### config.mk
export PLATFORM = sky130hd
export DESIGN_NAME = instr_fetch_unit_flat
export DESIGN_NICKNAME = d
export VERILOG_FILES = /design/src/rtl/instr_fetch_unit_if.sv /design/src/rtl/instr_fetch_unit.sv /design/src/flat_wrapper.sv
export SDC_FILE = /design/constraint.sdc
export NUM_CORES = 1
export LEC_CHECK = 0
export ABC_AREA = 1
export CAP_MARGIN = 5
export CORE_MARGIN = 2
export CORE_UTILIZATION = 49
export CTS_CLUSTER_SIZE = 8
export DETAILED_ROUTE_END_ITERATION = 12
export HOLD_SLACK_MARGIN = 0.15
export PLACE_DENSITY = 0.93
export SLEW_MARGIN = 20
export SYNTH_ARGS = -nofsm -noshare
export SYNTH_HDL_FRONTEND = slang
export SYNTH_SLANG_ARGS = --single-unit
### constraint.sdc
create_clock -name clk -period 3.9 [get_ports clk]
set_input_delay 0.78 -clock clk [delete_from_list [all_inputs] [get_ports clk]]
set_output_delay 0.78 -clock clk [all_outputs]
set_load 0.01 [all_outputs]
### src/rtl/instr_fetch_unit_if.sv
// Fetch-stage bus: instruction-memory request/response plus decoded-instruction handshake and redirect.
// master = fetch unit side, slave = memory/decode/branch-resolution side.
interface instr_fetch_unit_if #(
    parameter int ADDR_W = 16
);
    logic              mem_req;
    logic [ADDR_W-1:0] mem_addr;
    logic              mem_valid;
    logic [59:0]       mem_rdata;

    logic              inst_valid;
    logic              dec_ready;
    logic [3:0]        opcode;
    logic [3:0]        rd;
    logic [3:0]        rs1;
    logic [3:0]        rs2;
    logic [43:0]       imm;
    logic [ADDR_W-1:0] inst_pc;

    logic              redirect_en;
    logic [ADDR_W-1:0] redirect_pc;

    modport master (
        output mem_req, mem_addr,
        input  mem_valid, mem_rdata,
        output inst_valid, opcode, rd, rs1, rs2, imm, inst_pc,
        input  dec_ready,
        input  redirect_en, redirect_pc
    );

    modport slave (
        input  mem_req, mem_addr,
        output mem_valid, mem_rdata,
        input  inst_valid, opcode, rd, rs1, rs2, imm, inst_pc,
        output dec_ready,
        output redirect_en, redirect_pc
    );
endinterface

### src/rtl/instr_fetch_unit.sv
// Instruction fetch: holds the PC, issues word reads, presents split instruction fields to decode.
// Latency: inst_valid on the edge that samples mem_valid; one instruction per 2 cycles at best.
// Backpressure: held instruction stays until dec_ready (or a redirect); no fetch is issued while holding.
module instr_fetch_unit #(
    parameter int                ADDR_W   = 16,
    parameter logic [ADDR_W-1:0] RESET_PC = '0
) (
    input  logic                 clk,
    input  logic                 rst_n,
    instr_fetch_unit_if.master   bus
);

    typedef struct packed {
        logic [3:0]  opcode;
        logic [3:0]  rd;
        logic [3:0]  rs1;
        logic [3:0]  rs2;
        logic [43:0] imm;
    } inst_t;

    typedef enum logic [1:0] {
        ST_IDLE = 2'd0,
        ST_REQ  = 2'd1,
        ST_HOLD = 2'd2
    } state_t;

    state_t            state_q, state_d;
    logic [ADDR_W-1:0] pc_q, pc_d;
    logic [ADDR_W-1:0] addr_q, addr_d;
    logic              req_q, req_d;
    inst_t             inst_q, inst_d;
    logic [ADDR_W-1:0] ipc_q, ipc_d;
    logic              vld_q, vld_d;
    logic              drop_q, drop_d;

    logic [ADDR_W-1:0] addr_inc;
    assign addr_inc = addr_q + {{(ADDR_W-1){1'b0}}, 1'b1};

    always_ff @(posedge clk or negedge rst_n) begin
        if (!rst_n) begin
            state_q <= ST_IDLE;
            pc_q    <= RESET_PC;
            addr_q  <= RESET_PC;
            req_q   <= 1'b0;
            inst_q  <= '0;
            ipc_q   <= RESET_PC;
            vld_q   <= 1'b0;
            drop_q  <= 1'b0;
        end else begin
            state_q <= state_d;
            pc_q    <= pc_d;
            addr_q  <= addr_d;
            req_q   <= req_d;
            inst_q  <= inst_d;
            ipc_q   <= ipc_d;
            vld_q   <= vld_d;
            drop_q  <= drop_d;
        end
    end

    always_comb begin
        state_d = state_q;
        pc_d    = pc_q;
        addr_d  = addr_q;
        req_d   = req_q;
        inst_d  = inst_q;
        ipc_d   = ipc_q;
        vld_d   = vld_q;
        drop_d  = drop_q;

        unique case (state_q)
            ST_IDLE: begin
                state_d = ST_REQ;
                req_d   = 1'b1;
                if (bus.redirect_en) begin
                    pc_d   = bus.redirect_pc;
                    addr_d = bus.redirect_pc;
                end else begin
                    addr_d = pc_q;
                end
            end

            ST_REQ: begin
                if (bus.redirect_en) begin
                    pc_d = bus.redirect_pc;
                    if (bus.mem_valid) begin
                        // Response retires the old request, so the new target can go out now.
                        addr_d = bus.redirect_pc;
                        drop_d = 1'b0;
                    end else begin
                        // Address must stay put while a request is in flight; kill its data later.
                        drop_d = 1'b1;
                    end
                end else if (bus.mem_valid) begin
                    if (drop_q) begin
                        drop_d = 1'b0;
                        addr_d = pc_q;
                    end else begin
                        inst_d  = bus.mem_rdata;
                        ipc_d   = addr_q;
                        vld_d   = 1'b1;
                        pc_d    = addr_inc;
                        req_d   = 1'b0;
                        state_d = ST_HOLD;
                    end
                end
            end

            ST_HOLD: begin
                if (bus.redirect_en) begin
                    vld_d   = 1'b0;
                    pc_d    = bus.redirect_pc;
                    addr_d  = bus.redirect_pc;
                    req_d   = 1'b1;
                    state_d = ST_REQ;
                end else if (bus.dec_ready) begin
                    vld_d   = 1'b0;
                    addr_d  = pc_q;
                    req_d   = 1'b1;
                    state_d = ST_REQ;
                end
            end

            default: begin
                state_d = ST_IDLE;
                req_d   = 1'b0;
                vld_d   = 1'b0;
                drop_d  = 1'b0;
            end
        endcase
    end

    assign bus.mem_req    = req_q;
    assign bus.mem_addr   = addr_q;
    assign bus.inst_valid = vld_q;
    assign bus.opcode     = inst_q.opcode;
    assign bus.rd         = inst_q.rd;
    assign bus.rs1        = inst_q.rs1;
    assign bus.rs2        = inst_q.rs2;
    assign bus.imm        = inst_q.imm;
    assign bus.inst_pc    = ipc_q;

endmodule
### src/flat_wrapper.sv
// flat-port wrapper written by rule: the top's interface ports become plain ports
module instr_fetch_unit_flat 
#(
    parameter int                ADDR_W   = 16,
    parameter logic [ADDR_W-1:0] RESET_PC = '0
)
  (clk, rst_n, bus_mem_req, bus_mem_addr, bus_mem_valid, bus_mem_rdata, bus_inst_valid, bus_opcode, bus_rd, bus_rs1, bus_rs2, bus_imm, bus_inst_pc, bus_dec_ready, bus_redirect_en, bus_redirect_pc);
  instr_fetch_unit_if #(.ADDR_W(ADDR_W)) bus_i ();
  input  logic clk;
  input  logic rst_n;
  output wire logic [$bits(bus_i.mem_req)-1:0] bus_mem_req;
  output wire logic [$bits(bus_i.mem_addr)-1:0] bus_mem_addr;
  input wire logic [$bits(bus_i.mem_valid)-1:0] bus_mem_valid;
  input wire logic [$bits(bus_i.mem_rdata)-1:0] bus_mem_rdata;
  output wire logic [$bits(bus_i.inst_valid)-1:0] bus_inst_valid;
  output wire logic [$bits(bus_i.opcode)-1:0] bus_opcode;
  output wire logic [$bits(bus_i.rd)-1:0] bus_rd;
  output wire logic [$bits(bus_i.rs1)-1:0] bus_rs1;
  output wire logic [$bits(bus_i.rs2)-1:0] bus_rs2;
  output wire logic [$bits(bus_i.imm)-1:0] bus_imm;
  output wire logic [$bits(bus_i.inst_pc)-1:0] bus_inst_pc;
  input wire logic [$bits(bus_i.dec_ready)-1:0] bus_dec_ready;
  input wire logic [$bits(bus_i.redirect_en)-1:0] bus_redirect_en;
  input wire logic [$bits(bus_i.redirect_pc)-1:0] bus_redirect_pc;
  assign bus_mem_req = bus_i.mem_req;
  assign bus_mem_addr = bus_i.mem_addr;
  assign bus_i.mem_valid = bus_mem_valid;
  assign bus_i.mem_rdata = bus_mem_rdata;
  assign bus_inst_valid = bus_i.inst_valid;
  assign bus_opcode = bus_i.opcode;
  assign bus_rd = bus_i.rd;
  assign bus_rs1 = bus_i.rs1;
  assign bus_rs2 = bus_i.rs2;
  assign bus_imm = bus_i.imm;
  assign bus_inst_pc = bus_i.inst_pc;
  assign bus_i.dec_ready = bus_dec_ready;
  assign bus_i.redirect_en = bus_redirect_en;
  assign bus_i.redirect_pc = bus_redirect_pc;
  instr_fetch_unit #(.ADDR_W(ADDR_W), .RESET_PC(RESET_PC)) u_core (.clk(clk), .rst_n(rst_n), .bus(bus_i));
endmodule
==> results.yml, run 1 <==
outcome:
  run_status: "completed"
logic_synthesis:
  synth.cell_area_um2: 5070
  number_of_warnings_issued_by_yosys: 0
  synth_async_sr_flop_share: 1.00
  number_of_synthesized_register_bits: 112
  ys_dominant_reg_cell: "sky130_fd_sc_hd__dfrtp_1"
  synth.top_cell.area_share: 0.553
  synthDistinctLibCells: 26
  synth_seq_area_share: 0.553
  synth_fp_nets: 575
  post-synth-top-count-cell: "sky130_fd_sc_hd__dfrtp_1"
  synthTopCellsByArea: "sky130_fd_sc_hd__dfrtp_1, sky130_fd_sc_hd__mux2_4, sky130_fd_sc_hd__nand2_1"
  synth_edf_count: 0
  avgSynthCellArea_um2: 10.3
  yosysTopAreaCell: "sky130_fd_sc_hd__dfrtp_1"
  synth_cells: 493
  synth_commonest_cells: "sky130_fd_sc_hd__dfrtp_1, sky130_fd_sc_hd__nand2_1, sky130_fd_sc_hd__nor2_1"
final_layout:
  syn_to_final_growth_pct: 40.4
  finalInstanceArea_um2: 7120
  regArea_um2: 2800
  num-nets-final: 742
  num_antenna_cells: 0
  layout.filler_cells: 715
  drive_gt1_frac: 0.0962
  final_core_utilization: 0.699
  multi_input_area_um2: 1960
sta:
  final.setup.worst_slack_ps: 1100
  slew_at_the_pin_closest_to_its_max_slew_limit_ps: 943
  slew_viol_final: 0
  setup_viol: 0
  final_min_period_over_clock_period: 0.718
  slew_headroom: 0.369
  final.setup.tns_ps: 0
  min_period_ps: 2800
  fmaxAchievable_mhz: 357
  finalHoldViolCount: 0
  clock_skew_ps: 11.6
  grt_setup_unrepaired: "false"
placement:
  gpl.final_weighted_congestion: 0.937
  dp.final_hpwl_um: 9990
  dp_slack_ps: 781
  dpl_cell_area_um2: 6900
  buffers_added_on_ports: 174
setup_path:
  cp_slowest_stage_delay_ps: 740
  timing.critical_path.fanout_max: 18
  timing.rr.start: "u_core.bus.mem_req"
  reg2reg_slack_ps: 1240
  worst_path_dominant_cell_family: "simple AND/OR/NAND/NOR gates"
  start_kind: "input pin"
  r2r.worst_path.cells: 7
  r2r-end: "u_core.pc_q[8]"
  cp.required_ps: 4140
  critical_path.cell_chain: "clkdlybuf4s50_1 > nor2_1 > o21ai_1 > nand2_1 > inv_2 > nor2_1 > a21oi_1"
  critPathBufInv: 2
  criticalPathCategory: "input pin to flop"
  critical_path.slowest_cell: "sky130_fd_sc_hd__nor2_1"
  cp_common_cell: "sky130_fd_sc_hd__nor2_1"
  endpoint_kind: "flop"
  cp.arrival_ps: 3040
clock_network:
  tritoncts_clock_tree: "yes"
  clk_pin_slew_ps: 100
  post_cts.resized_instances: 0
  clock_tree.root_cell: "sky130_fd_sc_hd__clkbuf_8"
  clock_tree.buffer_depth: 2
  cts_inserted_buffers: 9
  post_cts.repair.setup_buffers: 0
  hold_buffers: 0
  cts_sinks: 112
  cts_htree_levels: 3
  worstSkewPairLatency_ps: 370
route:
  detail-route-antenna-nets: 0
  vias_per_cell: 5.21
  wl_per_cell_um: 16.8
  vias: 4170
  drt_pre_antenna_iters: 6
  routed_wire_length_um: 13400
  first_iter_violations: 323
  drc: 0
pwr:
  power.density_nw_per_um2: 802
  worst_ir_drop_vdd_mv: 0.444
  power.leakage_nw: 3.31
die:
  dieArea_um2: 11200
  effective_utilization_at_floorplan: 0.498
  fp.coreArea_um2: 10200
  num_rows: 37
  io-pin-count: 175
  fp.dieW_um: 106
  fp.dieH_um: 106
flow_run:
  maxCapViolCount: 0
grt:
  grt_overflow: 0
  first_global_vias: 4148
  grt_antenna_before_repair: 0
  global_route_wire_length_before_repair_um: 21600
  grt_max_degree: 94
  grtUsageTotal: 0.247
min_path:
  worstHoldPathType: "input pin to async pin"
## worst max-delay path by stage
| stage | startpoint | endpoint | slack (ps) | depth (start not counted) |
|---|---|---|---|---|
| floorplan | bus_redirect_en | u_core.bus.imm[10] | 1850 | 7 |
| global placement | bus_redirect_en | u_core.pc_q[8] | 940 | 7 |
| detailed placement | bus_redirect_en | u_core.pc_q[8] | 780 | 7 |
| CTS | bus_redirect_en | u_core.pc_q[8] | 1160 | 7 |
| global route | bus_redirect_en | u_core.pc_q[1] | 850 | 7 |
| finish | bus_redirect_en | u_core.pc_q[8] | 1100 | 7 |
## layer usage
metal / part of all wire / track usage / routed length, um / vias to the layer above
met5: 0 / 0 / 0 / -
met4: 0.023 / 0.0902 / 308 / 0
met3: 0.072 / 0.0538 / 969 / 32
met2: 0.48 / 0.406 / 6480 / 203
met1: 0.42 / 0.324 / 5660 / 1982
li1: - / - / - / 1953
## kinds of logic (layout without fill, tap and decap cells)
| kind of cell | after synthesis | count (layout) | share of synthesized area |
|---|---|---|---|
| XOR/XNOR | 3 | 3 | 0.00518 |
| flip-flops | 112 | 112 | 0.553 |
| AO/OA/AOI/OAI | 93 | 93 | 0.0975 |
| multiplexers | 60 | 60 | 0.160 |
| buffers and inverters | 69 | 241 | 0.0605 |
| AND/OR/NAND/NOR | 155 | 155 | 0.121 |
| adder cells (fa/ha/maj) | 1 | 1 | 0.00247 |
## power breakdown
group          total [mW]  internal [mW]  switching (mW)
Clock               0.760          0.365           0.396
Combinational        2.79           1.53            1.26
Sequential           2.16           1.74           0.415
## flip-flops by register name (all words and copies together), names as in the netlist
signal	cells
u_core.bus.imm	44
u_core.bus.rd	4
u_core.drop_q	1
u_core.state_q	1
u_core.bus.rs2	4
u_core.bus.inst_pc	16
u_core.pc_q	16
u_core.bus.rs1	4
u_core.bus.inst_valid	1
u_core.bus.opcode	4
u_core.bus.mem_req	1
u_core.bus.mem_addr	16
## per-stage QoR
| stage | power (mW) | hold WS, ps | std cells |
|---|---|---|---|
| 2_1_floorplan | 3.50 | 484 | 493 |
| 3_3_place_gp | 4.82 | 466 | 785 |
| 4_1_cts | 5.72 | 497 | 801 |
| 3_5_place_dp | 4.95 | 472 | 785 |
| 5_1_grt | 6.07 | 509 | 801 |
| 6_report | 5.71 | 467 | 801 |
## layout make-up
type                            instances  area share
Sequential cell                       112       0.394
Multi-Input combinational cell        312       0.276
Inverter                               47      0.0248
Timing Repair Buffer                  178       0.251
Clock inverter                          6      0.0128
Tap cell                              136      0.0239
Clock buffer                           10      0.0179
## layout by cell type (no fill, tap or decap), types with 4 or more instances in the layout
cell | netlist | final
sky130_fd_sc_hd__a21oi_1 | 30 | 30
sky130_fd_sc_hd__clkbuf_8 | 0 | 9
sky130_fd_sc_hd__clkdlybuf4s50_1 | 0 | 173
sky130_fd_sc_hd__dfrtp_1 | 112 | 112
sky130_fd_sc_hd__inv_1 | 45 | 45
sky130_fd_sc_hd__mux2_1 | 20 | 20
sky130_fd_sc_hd__mux2_2 | 4 | 4
sky130_fd_sc_hd__mux2_4 | 36 | 36
sky130_fd_sc_hd__nand2_1 | 73 | 73
sky130_fd_sc_hd__nand3_1 | 17 | 17
sky130_fd_sc_hd__nor2_1 | 60 | 60
sky130_fd_sc_hd__o21ai_0 | 44 | 44
sky130_fd_sc_hd__o21ai_1 | 7 | 7
sky130_fd_sc_hd__o31ai_1 | 7 | 7
Note: power is estimated with default switching activity, not from simulation.
==> inputs of run 2 (changes only) <==
--- a/config.mk
+++ b/config.mk
@@ -8,11 +8,11 @@
 export ABC_AREA = 1
 export CAP_MARGIN = 5
 export CORE_MARGIN = 2
-export CORE_UTILIZATION = 49
+export CORE_UTILIZATION = 46
 export CTS_CLUSTER_SIZE = 8
 export DETAILED_ROUTE_END_ITERATION = 12
 export HOLD_SLACK_MARGIN = 0.15
-export PLACE_DENSITY = 0.93
+export PLACE_DENSITY = 0.88
 export SLEW_MARGIN = 20
 export SYNTH_ARGS = -nofsm -noshare
 export SYNTH_HDL_FRONTEND = slang
==> constraint.sdc (replaced) <==
create_clock -name clk -period 2.9 [get_ports clk]
set_input_delay 0.58 -clock clk [delete_from_list [all_inputs] [get_ports clk]]
set_output_delay 0.58 -clock clk [all_outputs]
set_load 0.01 [all_outputs]
==> run 2 against run 1 <==
- via count down 1.4%
- flip-flop and latch count is the same
- combinational power is 34% higher
- global-route usage decreased by 3.5 points
- count of clock-buffer cells in the layout unchanged
- die area increased by 6.3%
- clock power increased by 10%
- non-clock buffer count is 5 higher
==> results.yml, run 2 (synthesis gave the netlist of run 1 again) <==
final_layout:
  num_antenna_cells: 0
  layout.filler_cells: 822
  finalInstanceArea_um2: 7110
  syn_to_final_growth_pct: 40.3
  number_of_flip_flops_under_the_largest_register_name: 44
  num-nets-final: 747
  layout.cells.most_common: "sky130_fd_sc_hd__clkdlybuf4s50_1"
  final_core_utilization: 0.659
  layout.cells.most_common_list: "sky130_fd_sc_hd__clkdlybuf4s50_1, sky130_fd_sc_hd__dfrtp_1, sky130_fd_sc_hd__nand2_1"
  drive_gt1_frac: 0.103
die:
  dieArea_um2: 11900
  effective_utilization_at_floorplan: 0.470
  fp.dieW_um: 109
  fp.coreArea_um2: 10800
  fp.dieH_um: 109
  io-pin-count: 175
  num_rows: 38
route:
  drc: 0
  first_iter_violations: 375
  drt_pre_antenna_iters: 5
  wl_per_cell_um: 15.4
  vias_per_cell: 5.08
  routed_wire_length_um: 12500
  vias: 4112
  detail-route-antenna-nets: 0
clock_network:
  post_cts.resized_instances: 0
  clk_pin_slew_ps: 100
  post_cts.repair.setup_buffers: 0
  cts_htree_levels: 3
  cts_inserted_buffers: 9
  cts_sinks: 112
  hold_buffers: 0
  clock_tree.root_cell: "sky130_fd_sc_hd__clkbuf_8"
  clock_tree.buffer_depth: 2
  tritoncts_clock_tree: "yes"
  worstSkewPairLatency_ps: 370
pwr:
  worst_ir_drop_vdd_mv: 0.545
  power.density_nw_per_um2: 1050
  power.leakage_nw: 3.33
  finalPower_mw: 7.45
setup_path:
  critical_path.cell_chain: "clkdlybuf4s50_1"
  timing.critical_path.fanout_max: 12
  criticalPathCategory: "flop to output pin"
  cp_slowest_stage_delay_ps: 630
  start_kind: "flop"
  cp.required_ps: 2320
  timing.rr.start: "u_core.bus.mem_req"
  critPathBufInv: 1
  timing.critical_path.from: "u_core.bus.mem_req"
  critical_path.slowest_cell: "sky130_fd_sc_hd__clkdlybuf4s50_1"
  endpoint_kind: "output pin"
  cp.arrival_ps: 1620
  worst_path_dominant_cell_family: "buffers and inverters"
sta:
  final.setup.worst_slack_ps: 699
  final_min_period_over_clock_period: 0.759
  final.setup.tns_ps: 0
  slew_viol_final: 0
  min_period_ps: 2200
  clock_skew_ps: 7.46
  slew_at_the_pin_closest_to_its_max_slew_limit_ps: 593
  finalHoldViolCount: 0
  setup_viol: 0
  slew_headroom: 0.605
  fmaxAchievable_mhz: 454
  grt_setup_unrepaired: "false"
outcome:
  run_status: "completed"
flow_run:
  maxCapViolCount: 0
placement:
  dp_slack_ps: 564
  gpl.final_weighted_congestion: 0.932
  dpl_cell_area_um2: 6940
  buffers_added_on_ports: 174
  dp.final_hpwl_um: 9650
grt:
  global_route_wire_length_before_repair_um: 19500
  grt_max_degree: 95
  grtUsageTotal: 0.212
  grt_overflow: 0
  first_global_vias: 4006
  grt_antenna_before_repair: 0
min_path:
  worstHoldPathType: "input pin to async pin"
run 2: power by group:
| group | leakage (nW) | total, mW | switching (mW) | internal (mW) |
|---|---|---|---|---|
| Clock | 0.0906 | 0.839 | 0.521 | 0.318 |
| Combinational | 1.91 | 3.74 | 1.68 | 2.07 |
| Sequential | 1.33 | 2.87 | 0.521 | 2.34 |
run 2: cell type report:
type / count / area (um2) / area share
Inverter: 47 / 176 / 0.0248
Clock inverter: 6 / 45.0 / 0.00633
Timing Repair Buffer: 183 / 1820 / 0.256
Sequential cell: 112 / 2800 / 0.394
Multi-Input combinational cell: 312 / 1960 / 0.276
Clock buffer: 10 / 128 / 0.0179
Tap cell: 140 / 175 / 0.0246
run 2: worst paths after layout:
| check | to | slack [ps] | cells after the start |
|---|---|---|---|
| worst min-delay path | u_core.bus.opcode[3] | 190 | 1 |
| min in group clk | u_core.bus.inst_pc[13] | 490 | 2 |
| worst min register to register | u_core.bus.inst_pc[13] | 490 | 2 |
| worst max-delay path | bus_mem_req | 700 | 1 |
| worst max register to register | u_core.bus.imm[21] | 960 | 7 |
| max in group asynchronous | u_core.bus.imm[22] | 1960 | 2 |
run 2: through the flow:
step,std cells,hold slack (ps)
finish,810,194
global route,810,232
CTS,810,203
detailed placement,794,477
global placement,794,469
floorplan,493,284
run 2: per-layer routing:
layer / GRT usage / share of wire
met5: 0 / 0
met4: 0.103 / 0.030
met3: 0.0371 / 0.074
met2: 0.360 / 0.49
met1: 0.263 / 0.40
